==> config.mk <==
export PLATFORM = sky130hd
export DESIGN_NAME = ram_preload_seq
export DESIGN_NICKNAME = d
export VERILOG_FILES = /design/src/rtl/ram_preload_seq_pkg.sv /design/src/rtl/ram_preload_rom.sv /design/src/rtl/ram_preload_seq.sv
export SDC_FILE = /design/constraint.sdc
export NUM_CORES = 1
export LEC_CHECK = 0
export BUFFER_PORTS_ARGS = -buffer_cell sky130_fd_sc_hd__clkbuf_2
export CAP_MARGIN = 20
export CORE_ASPECT_RATIO = 0.7
export CORE_UTILIZATION = 42
export DETAILED_ROUTE_END_ITERATION = 10
export GPL_TIMING_DRIVEN = 1
export PLACE_DENSITY_LB_ADDON = 0.1
export SLEW_MARGIN = 20
export SYNTH_ARGS = -nofsm -noshare
export SYNTH_HDL_FRONTEND = slang
export SYNTH_SLANG_ARGS = --single-unit
==> constraint.sdc <==
create_clock -name init_clock -period 5.88 [get_ports init_clock]
set_input_delay 0.294 -clock init_clock [delete_from_list [all_inputs] [get_ports init_clock]]
set_output_delay 0.294 -clock init_clock [all_outputs]
set_load 0.05 [all_outputs]
==> src/rtl/ram_preload_seq_pkg.sv <==
// Shared constants and state encoding for the RAM preload sequencer.
// The default image is the boot contents of the 4x8 RAM, word 0 first.
package ram_preload_seq_pkg;

    localparam int unsigned WORDSIZE      = 8;
    localparam int unsigned DEFAULT_DEPTH = 4;

    localparam logic [WORDSIZE-1:0] IMG_WORD0 = 8'd74;
    localparam logic [WORDSIZE-1:0] IMG_WORD1 = 8'd29;
    localparam logic [WORDSIZE-1:0] IMG_WORD2 = 8'd32;
    localparam logic [WORDSIZE-1:0] IMG_WORD3 = 8'd20;

    localparam logic [DEFAULT_DEPTH*WORDSIZE-1:0] DEFAULT_IMAGE =
        {IMG_WORD3, IMG_WORD2, IMG_WORD1, IMG_WORD0};

    typedef enum logic [2:0] {
        StBoot  = 3'd0,
        StWrite = 3'd1,
        StVrd   = 3'd2,
        StVcmp  = 3'd3,
        StDone  = 3'd4
    } state_e;

    // Index counter width; a single-word RAM still needs one bit.
    function automatic int unsigned idx_width(input int unsigned depth);
        return (depth > 1) ? $clog2(depth) : 1;
    endfunction

endpackage

==> src/rtl/ram_preload_rom.sv <==
// Combinational index-to-word decode of the packed preload image.
// Shared by the write path and the readback compare.
module ram_preload_rom #(
    parameter int unsigned                 WORDSIZE = 8,
    parameter int unsigned                 DEPTH    = 4,
    parameter logic [DEPTH*WORDSIZE-1:0]   IMAGE    = '0
) (
    input  logic [ram_preload_seq_pkg::idx_width(DEPTH)-1:0] idx_i,
    output logic [WORDSIZE-1:0]                               word_o
);

    localparam int unsigned IdxW = ram_preload_seq_pkg::idx_width(DEPTH);

    always_comb begin
        word_o = '0;
        for (int unsigned i = 0; i < DEPTH; i++) begin
            if (idx_i == IdxW'(i)) begin
                word_o = IMAGE[i*WORDSIZE +: WORDSIZE];
            end
        end
    end

endmodule

==> src/rtl/ram_preload_seq.sv <==
// Boot sequencer owning the RAM port: preload image, optional readback verify,
// then transparent hand-over to the user side until the next start pulse.
module ram_preload_seq #(
    parameter int unsigned               WORDSIZE   = ram_preload_seq_pkg::WORDSIZE,
    parameter int unsigned               DEPTH      = ram_preload_seq_pkg::DEFAULT_DEPTH,
    parameter logic [DEPTH*WORDSIZE-1:0] INIT_IMAGE = ram_preload_seq_pkg::DEFAULT_IMAGE,
    parameter bit                        VERIFY     = 1'b1
) (
    input  logic                init_clock,
    input  logic                init_reset,
    input  logic                start,
    input  logic [WORDSIZE-1:0] user_addr,
    input  logic [WORDSIZE-1:0] user_data,
    input  logic                user_we,
    input  logic [WORDSIZE-1:0] ram_data_out,
    output logic [WORDSIZE-1:0] ram_addr,
    output logic [WORDSIZE-1:0] ram_data_in,
    output logic                ram_write_en,
    output logic [WORDSIZE-1:0] user_rd_data,
    output logic                busy,
    output logic                done,
    output logic                error,
    output logic [WORDSIZE-1:0] err_addr
);

    import ram_preload_seq_pkg::*;

    localparam int unsigned     IdxW    = idx_width(DEPTH);
    localparam logic [IdxW-1:0] LastIdx = IdxW'(DEPTH - 1);

    if ((DEPTH == 0) || ($clog2(DEPTH) > WORDSIZE)) begin : g_depth_check
        $error("ram_preload_seq: DEPTH must be 1..2**WORDSIZE");
    end

    state_e              state_q, state_d;
    logic [IdxW-1:0]     idx_q, idx_d;
    logic                error_q, error_d;
    logic [WORDSIZE-1:0] err_addr_q, err_addr_d;
    logic [WORDSIZE-1:0] img_word;

    ram_preload_rom #(
        .WORDSIZE (WORDSIZE),
        .DEPTH    (DEPTH),
        .IMAGE    (INIT_IMAGE)
    ) u_rom (
        .idx_i  (idx_q),
        .word_o (img_word)
    );

    always_comb begin
        state_d    = state_q;
        idx_d      = idx_q;
        error_d    = error_q;
        err_addr_d = err_addr_q;
        unique case (state_q)
            StBoot: begin
                idx_d      = '0;
                error_d    = 1'b0;
                err_addr_d = '0;
                state_d    = StWrite;
            end
            StWrite: begin
                if (idx_q == LastIdx) begin
                    idx_d   = '0;
                    state_d = VERIFY ? StVrd : StDone;
                end else begin
                    idx_d = idx_q + 1'b1;
                end
            end
            StVrd: state_d = StVcmp;
            StVcmp: begin
                // Only the first mismatch is recorded.
                if ((ram_data_out != img_word) && !error_q) begin
                    error_d    = 1'b1;
                    err_addr_d = WORDSIZE'(idx_q);
                end
                if (idx_q == LastIdx) begin
                    state_d = StDone;
                end else begin
                    idx_d   = idx_q + 1'b1;
                    state_d = StVrd;
                end
            end
            StDone: begin
                if (start) begin
                    state_d = StBoot;
                end
            end
            default: state_d = StBoot;
        endcase
    end

    always_ff @(posedge init_clock or posedge init_reset) begin
        if (init_reset) begin
            state_q    <= StBoot;
            idx_q      <= '0;
            error_q    <= 1'b0;
            err_addr_q <= '0;
        end else begin
            state_q    <= state_d;
            idx_q      <= idx_d;
            error_q    <= error_d;
            err_addr_q <= err_addr_d;
        end
    end

    // Moore decode so reset forces the write enable low without waiting for a clock.
    always_comb begin
        ram_addr     = '0;
        ram_data_in  = '0;
        ram_write_en = 1'b0;
        user_rd_data = '0;
        busy         = 1'b1;
        done         = 1'b0;
        unique case (state_q)
            StWrite: begin
                ram_addr     = WORDSIZE'(idx_q);
                ram_data_in  = img_word;
                ram_write_en = 1'b1;
            end
            StVrd, StVcmp: ram_addr = WORDSIZE'(idx_q);
            StDone: begin
                ram_addr     = user_addr;
                ram_data_in  = user_data;
                ram_write_en = user_we;
                user_rd_data = ram_data_out;
                busy         = 1'b0;
                done         = 1'b1;
            end
            default: ;
        endcase
    end

    assign error    = error_q;
    assign err_addr = err_addr_q;

endmodule

# Yosys cells after proc, flatten, opt, wreduce, memory -nomap -nowiden
# Cells that the tools add are included.
# totals
regBits	14
latchBits	0
mem_bits_rw	0
romBits	0
in_bits	28
memories	0
# op_classes
add_sub_neg	1
mul	0
div	0
magnitude_cmp	0
n_eq_ne	12
n_shift	0
mux	21
n_bitwise	0
n_reduce_logical	10
# ops
cell	n
case mux 8 bit (2 select lines)	3
2-to-1 mux 7 bit	4
2-to-1 mux 8 bit	2
case mux 3 bit (5 select lines)	1
2-to-1 mux 3 bit	3
!= test 2 bit (second input constant)	4
!= test 8 bit	1
== test 3 x 2 -> 1 bit (second input constant)	2
case mux 2 bit (3 select lines)	1
AND reduction 2 bit	3
== test 2 bit (second input constant)	2
2-to-1 mux 2 bit	2
case mux 1 bit (2 select lines)	2
== test 3 x 1 -> 1 bit (second input constant)	1
== test 3 bit (second input constant)	1
zero test 3 bit	1
2-to-1 mux 1 bit	3
nonzero test 3 bit	1
OR reduction 3 bit	1
adder 2 x 1 -> 2 bit (second input constant)	1
== test 2 x 1 -> 1 bit (second input constant)	1
zero test 2 bit	1
nonzero test 2 bit	1
logical AND 1 bit	1
zero test 1 bit	1

# Logic depth before layout (Yosys ltp)
# depth
word_depth	9
ltp_mapped	7
mapped_depth_nobuf	7

# By module
# From an unflattened synthesis, not the netlist that was laid out.
# unflattened
hier_cells	108
hier_area_um2	832.0
# by_module_without_submodules
mod	n_inst	cells_per_inst	area_per_inst_um2
ram_preload_seq	1	99	779.5
ram_preload_rom	1	9	52.6

# Worst setup path before layout
# Ideal clock, no wire load.
# synth_path
path_type	reg-to-output
from	reg state_q[0]
to	out ram_addr[3]
arrival_ps	2345
path_slack_ps	3241
path_stages_with_launch	7
path_buffers	2
path_cell_list	dfrtp_1 -> nor2b_1 -> buf_2 -> nand2b_1 -> inv_1 -> clkbuf_1 -> and2_1
# synth_between
elab_chain_len	3
elab_cells_between_ends	6
# synth_rtl
item	line	text
start: declaration	ram_preload_seq.sv:35	state_e state_q, state_d;
start signal: assignment	ram_preload_seq.sv:95	state_q <= StBoot;
start signal: assignment	ram_preload_seq.sv:100	state_q <= state_d;
== test 3 x 1 -> 1 bit / == test 3 x 2 -> 1 bit (equally long branches)	ram_preload_seq.sv:115	unique case (state_q)
OR reduction 3 bit (no source line)	--	
case mux 8 bit (2 select lines) *	ram_preload_seq.sv:115	
end: declaration	ram_preload_seq.sv:16	output logic [WORDSIZE-1:0] ram_addr,
# Every way passes the cells marked *; elsewhere a longest branch is shown, timed or not.

# Worst setup path after layout
# layout_path
from	reg state_q[2]
to	out ram_data_in[7]
# layout_between
elab_chain_len	2
elab_cells_between_ends	3
# layout_rtl
item	line	text
== test 3 bit / == test 3 x 1 -> 1 bit (equally long branches)	ram_preload_seq.sv:115	
case mux 8 bit (2 select lines) *	ram_preload_seq.sv:115	
end: declaration	ram_preload_seq.sv:17	output logic [WORDSIZE-1:0] ram_data_in,
# Marks and branches as above.

==> run_results.csv <==
group,metric,value,unit
sta,fmax,0.388,GHz
global_route,antenna_found_initial,0,
synthesis,netlist_top_cells_area,"dfrtp_1 24%, and2_1 11%, ha_1 7.5%",
cells_and_area,final_layout_size_suffix_gt1_share,40.4,%
die,pin_count,64,
power_and_ir_drop,p_switching,0.000366,W
detailed_routing,drtPass1Iterations,4,
cells_and_area,num_antenna_cells,0,
clock_network,cts_resized,0,
global_route,track_usage,20.6,%
cells_and_area,filler_cell_count,189,
clock_network,cts_tree,"done",
synthesis,yosysMostFrequentCell,"and2_1",
synthesis,yosys.area.top_type_share,23.8,%
placement,dp.final_hpwl,1760,um
sta,tns,0,ns
clock_network,cts_setup_buffers,0,
worst_setup_path,regToRegSetupSlack,3.71,ns
worst_setup_path,r2r-start,"idx_q[0]",
sta,tightest_slew,0.570,ns
die,die_w,55.4,um
power_and_ir_drop,power.leakage,0.624,nW
clock_network,cts.path.max_buffers,2,
global_route,grt_pass1_vias,830,
sta,layout_min_cycle_time,2.58,ns
synthesis,yosys_warnings,0,
die,coreArea,1870,um2
synthesis,synth-edff-count,0,
job,drv_cap,0,
clock_network,cts_num_sinks,8,
worst_setup_path,crit_path_end_kind,"primary output",
synthesis,synth_area,840,um2
clock_network,cts-hold-fix-buffers,1,
clock_network,root_buffer,"clkbuf_4",
power_and_ir_drop,p_comb_share,72.5,%
cells_and_area,area.growth.synth_to_final,32.3,%
synthesis,async_reset_ff_share,100,%
clock_network,cts_buffers,3,
detailed_routing,wirelength,2150,um
placement,io_buffers,57,
synthesis,synth_cell_types,35,
worst_setup_path,crit_path_start_kind,"flop",
clock_network,clock_latency,0.25,ns
detailed_routing,wl_per_cell,11.7,um
die,dieArea,2180,um2
global_route,grt_start_max_net_pins,18,
sta,timing.final.crit_share,43.8,%
sta,setup_viol,0,
cells_and_area,fin_util,59.4,%
die,die_h,39.4,um
worst_setup_path,arrival,2.28,ns
synthesis,synth_seq_cells,8,
synthesis,syn_inst,109,
synthesis,syn_avg_cell_area,7.70,um2
synthesis,synthFlopType,"dfrtp_1",
global_route,grt-ovfl-total,0,
synthesis,synth_top_area_cell,"dfrtp_1",
detailed_routing,routed_via_density,5.05,
global_route,grt_pass1_wl,3530,um
sta,hold_violations,0,
sta,fin_skew,0.00234,ns
worst_setup_path,setup.worst_path.start,"state_q[2]",
placement,gp_congestion,0.797,
worst_setup_path,cp.required,5.59,ns
min_path,hold_class,"in2reg",
sta,relSlewSlack,61.9,%
power_and_ir_drop,ir_drop,0.385,mV
clock_network,htreeDepth,1,
detailed_routing,drcViolationCount,0,
cells_and_area,seqCellArea,200,um2
synthesis,seq_area_frac_synth,23.8,%
detailed_routing,drtAntennaViolNets,0,
power_and_ir_drop,power_density,529,nW/um2
cells_and_area,nets,196,
sta,drv_slew,0,
worst_setup_path,worstSetupPathType,"reg2out",
detailed_routing,vias,925,
power_and_ir_drop,internal_power,0.000222,W
worst_setup_path,cp_max_fo,16,
power_and_ir_drop,power_frac_clock,7.3,%
clock_network,clk_pin_slew,0.06,ns
die,start_util,44.9,%
synthesis,yosys-top-cells-count,"15 x and2_1, 12 x nand2_1, 8 x dfrtp_1, 8 x nor2_1, 6 x buf_4",
min_path,hold_start,"start",
power_and_ir_drop,switching_share,62.3,%
run_status,outcome,"completed",
cells_and_area,multi_input_area,551,um2
sta,rsz0062_at_grt,"no",
power_and_ir_drop,pwr-share-seq,20.2,%
detailed_routing,drt_iter0_markers,21,
die,rows,13,
[final timing paths]
kind                                   to  depth (start not counted)
setup / recovery           ram_data_in[7]                          5
hold / removal                 state_q[2]                          2
setup reg to reg              err_addr[0]                          7
hold reg to reg                     error                          2
max in group asynchronous     err_addr[1]                          3
min in group asynchronous           error                          3
[per-layer routing]
layer  track usage (%)  wire (um)
met2              40.1       1050
met5                 0          0
met1              23.8        919
met4              5.00         32
met3              4.62        144
[logic make-up after synthesis]
kind of cell	synth area share, %
and+or+nand+nor	32.5
AOI/OAI and AO/OA	18.5
buffers and inverters	12.8
DFF	23.8
adders and majority gates	7.45
xor gates and xnor gates	2.09
muxes	2.38
other	0.447
[stage by stage]
| stage | total power (W) | setup slack (ns) | instances | instance area [um2] | hold slack (ns) |
|---|---|---|---|---|---|
| after floorplan | 0.000470 | 3.24 | 114 | 858 | 0.110 |
| after global placement | 0.000537 | 3.74 | 179 | 1080 | 0.228 |
| after detailed placement | 0.000547 | 3.54 | 179 | 1080 | 0.239 |
| after CTS | 0.000590 | 3.26 | 183 | 1110 | 0.253 |
| after global routing | 0.000625 | 3.06 | 183 | 1110 | 0.272 |
| final | 0.000588 | 3.30 | 183 | 1110 | 0.251 |
[registers in the layout, summed over array words and instances, names as in the netlist]
register,flops
idx_q,2
state_q,3
err_addr,2
error,1
[cell type report]
| type | count | area share (%) |
|---|---|---|
| multi-input cells | 88 | 49.5 |
| repair buffers | 58 | 26.6 |
| flip-flops and latches | 8 | 18.0 |
| well taps | 22 | 2.48 |
| clock buffers | 3 | 2.03 |
| inverters | 4 | 1.35 |
[worst max-delay path: stages (launching register included)]
cell	delay, ns
dfrtp_1	0.55
nor2b_1	0.53
nand2b_1	0.19
inv_1	0.29
and2_1	0.18
clkbuf_2	0.27
[power by group through the flow]
stage	Combinational [W]	Clock [W]	Sequential, W
floorplan	0.000346	0	0.000123
global placement	0.000420	0	0.000117
detailed placement	0.000428	0	0.000119
CTS	0.000429	0.0000432	0.000118
global route	0.000454	0.0000469	0.000124
finish	0.000426	0.0000431	0.000119
[layout by cell type (no fill, tap or decap), drive strengths merged, types with 2 or more instances in the layout]
master / Yosys / layout
a21oi: 5 / 5
conb: 1 / 6
a22oi: 3 / 3
inv: 4 / 4
nand2: 12 / 12
o21ai: 5 / 5
nand3: 4 / 4
dfrtp: 8 / 8
a211oi: 2 / 2
or3: 2 / 2
xor2: 2 / 2
nor2: 8 / 8
and2: 15 / 15
o22ai: 2 / 2
clkbuf: 4 / 60
nand2b: 2 / 2
mux2i: 2 / 2
ha: 5 / 5
No activity file was read; power rests on OpenSTA's default activity.
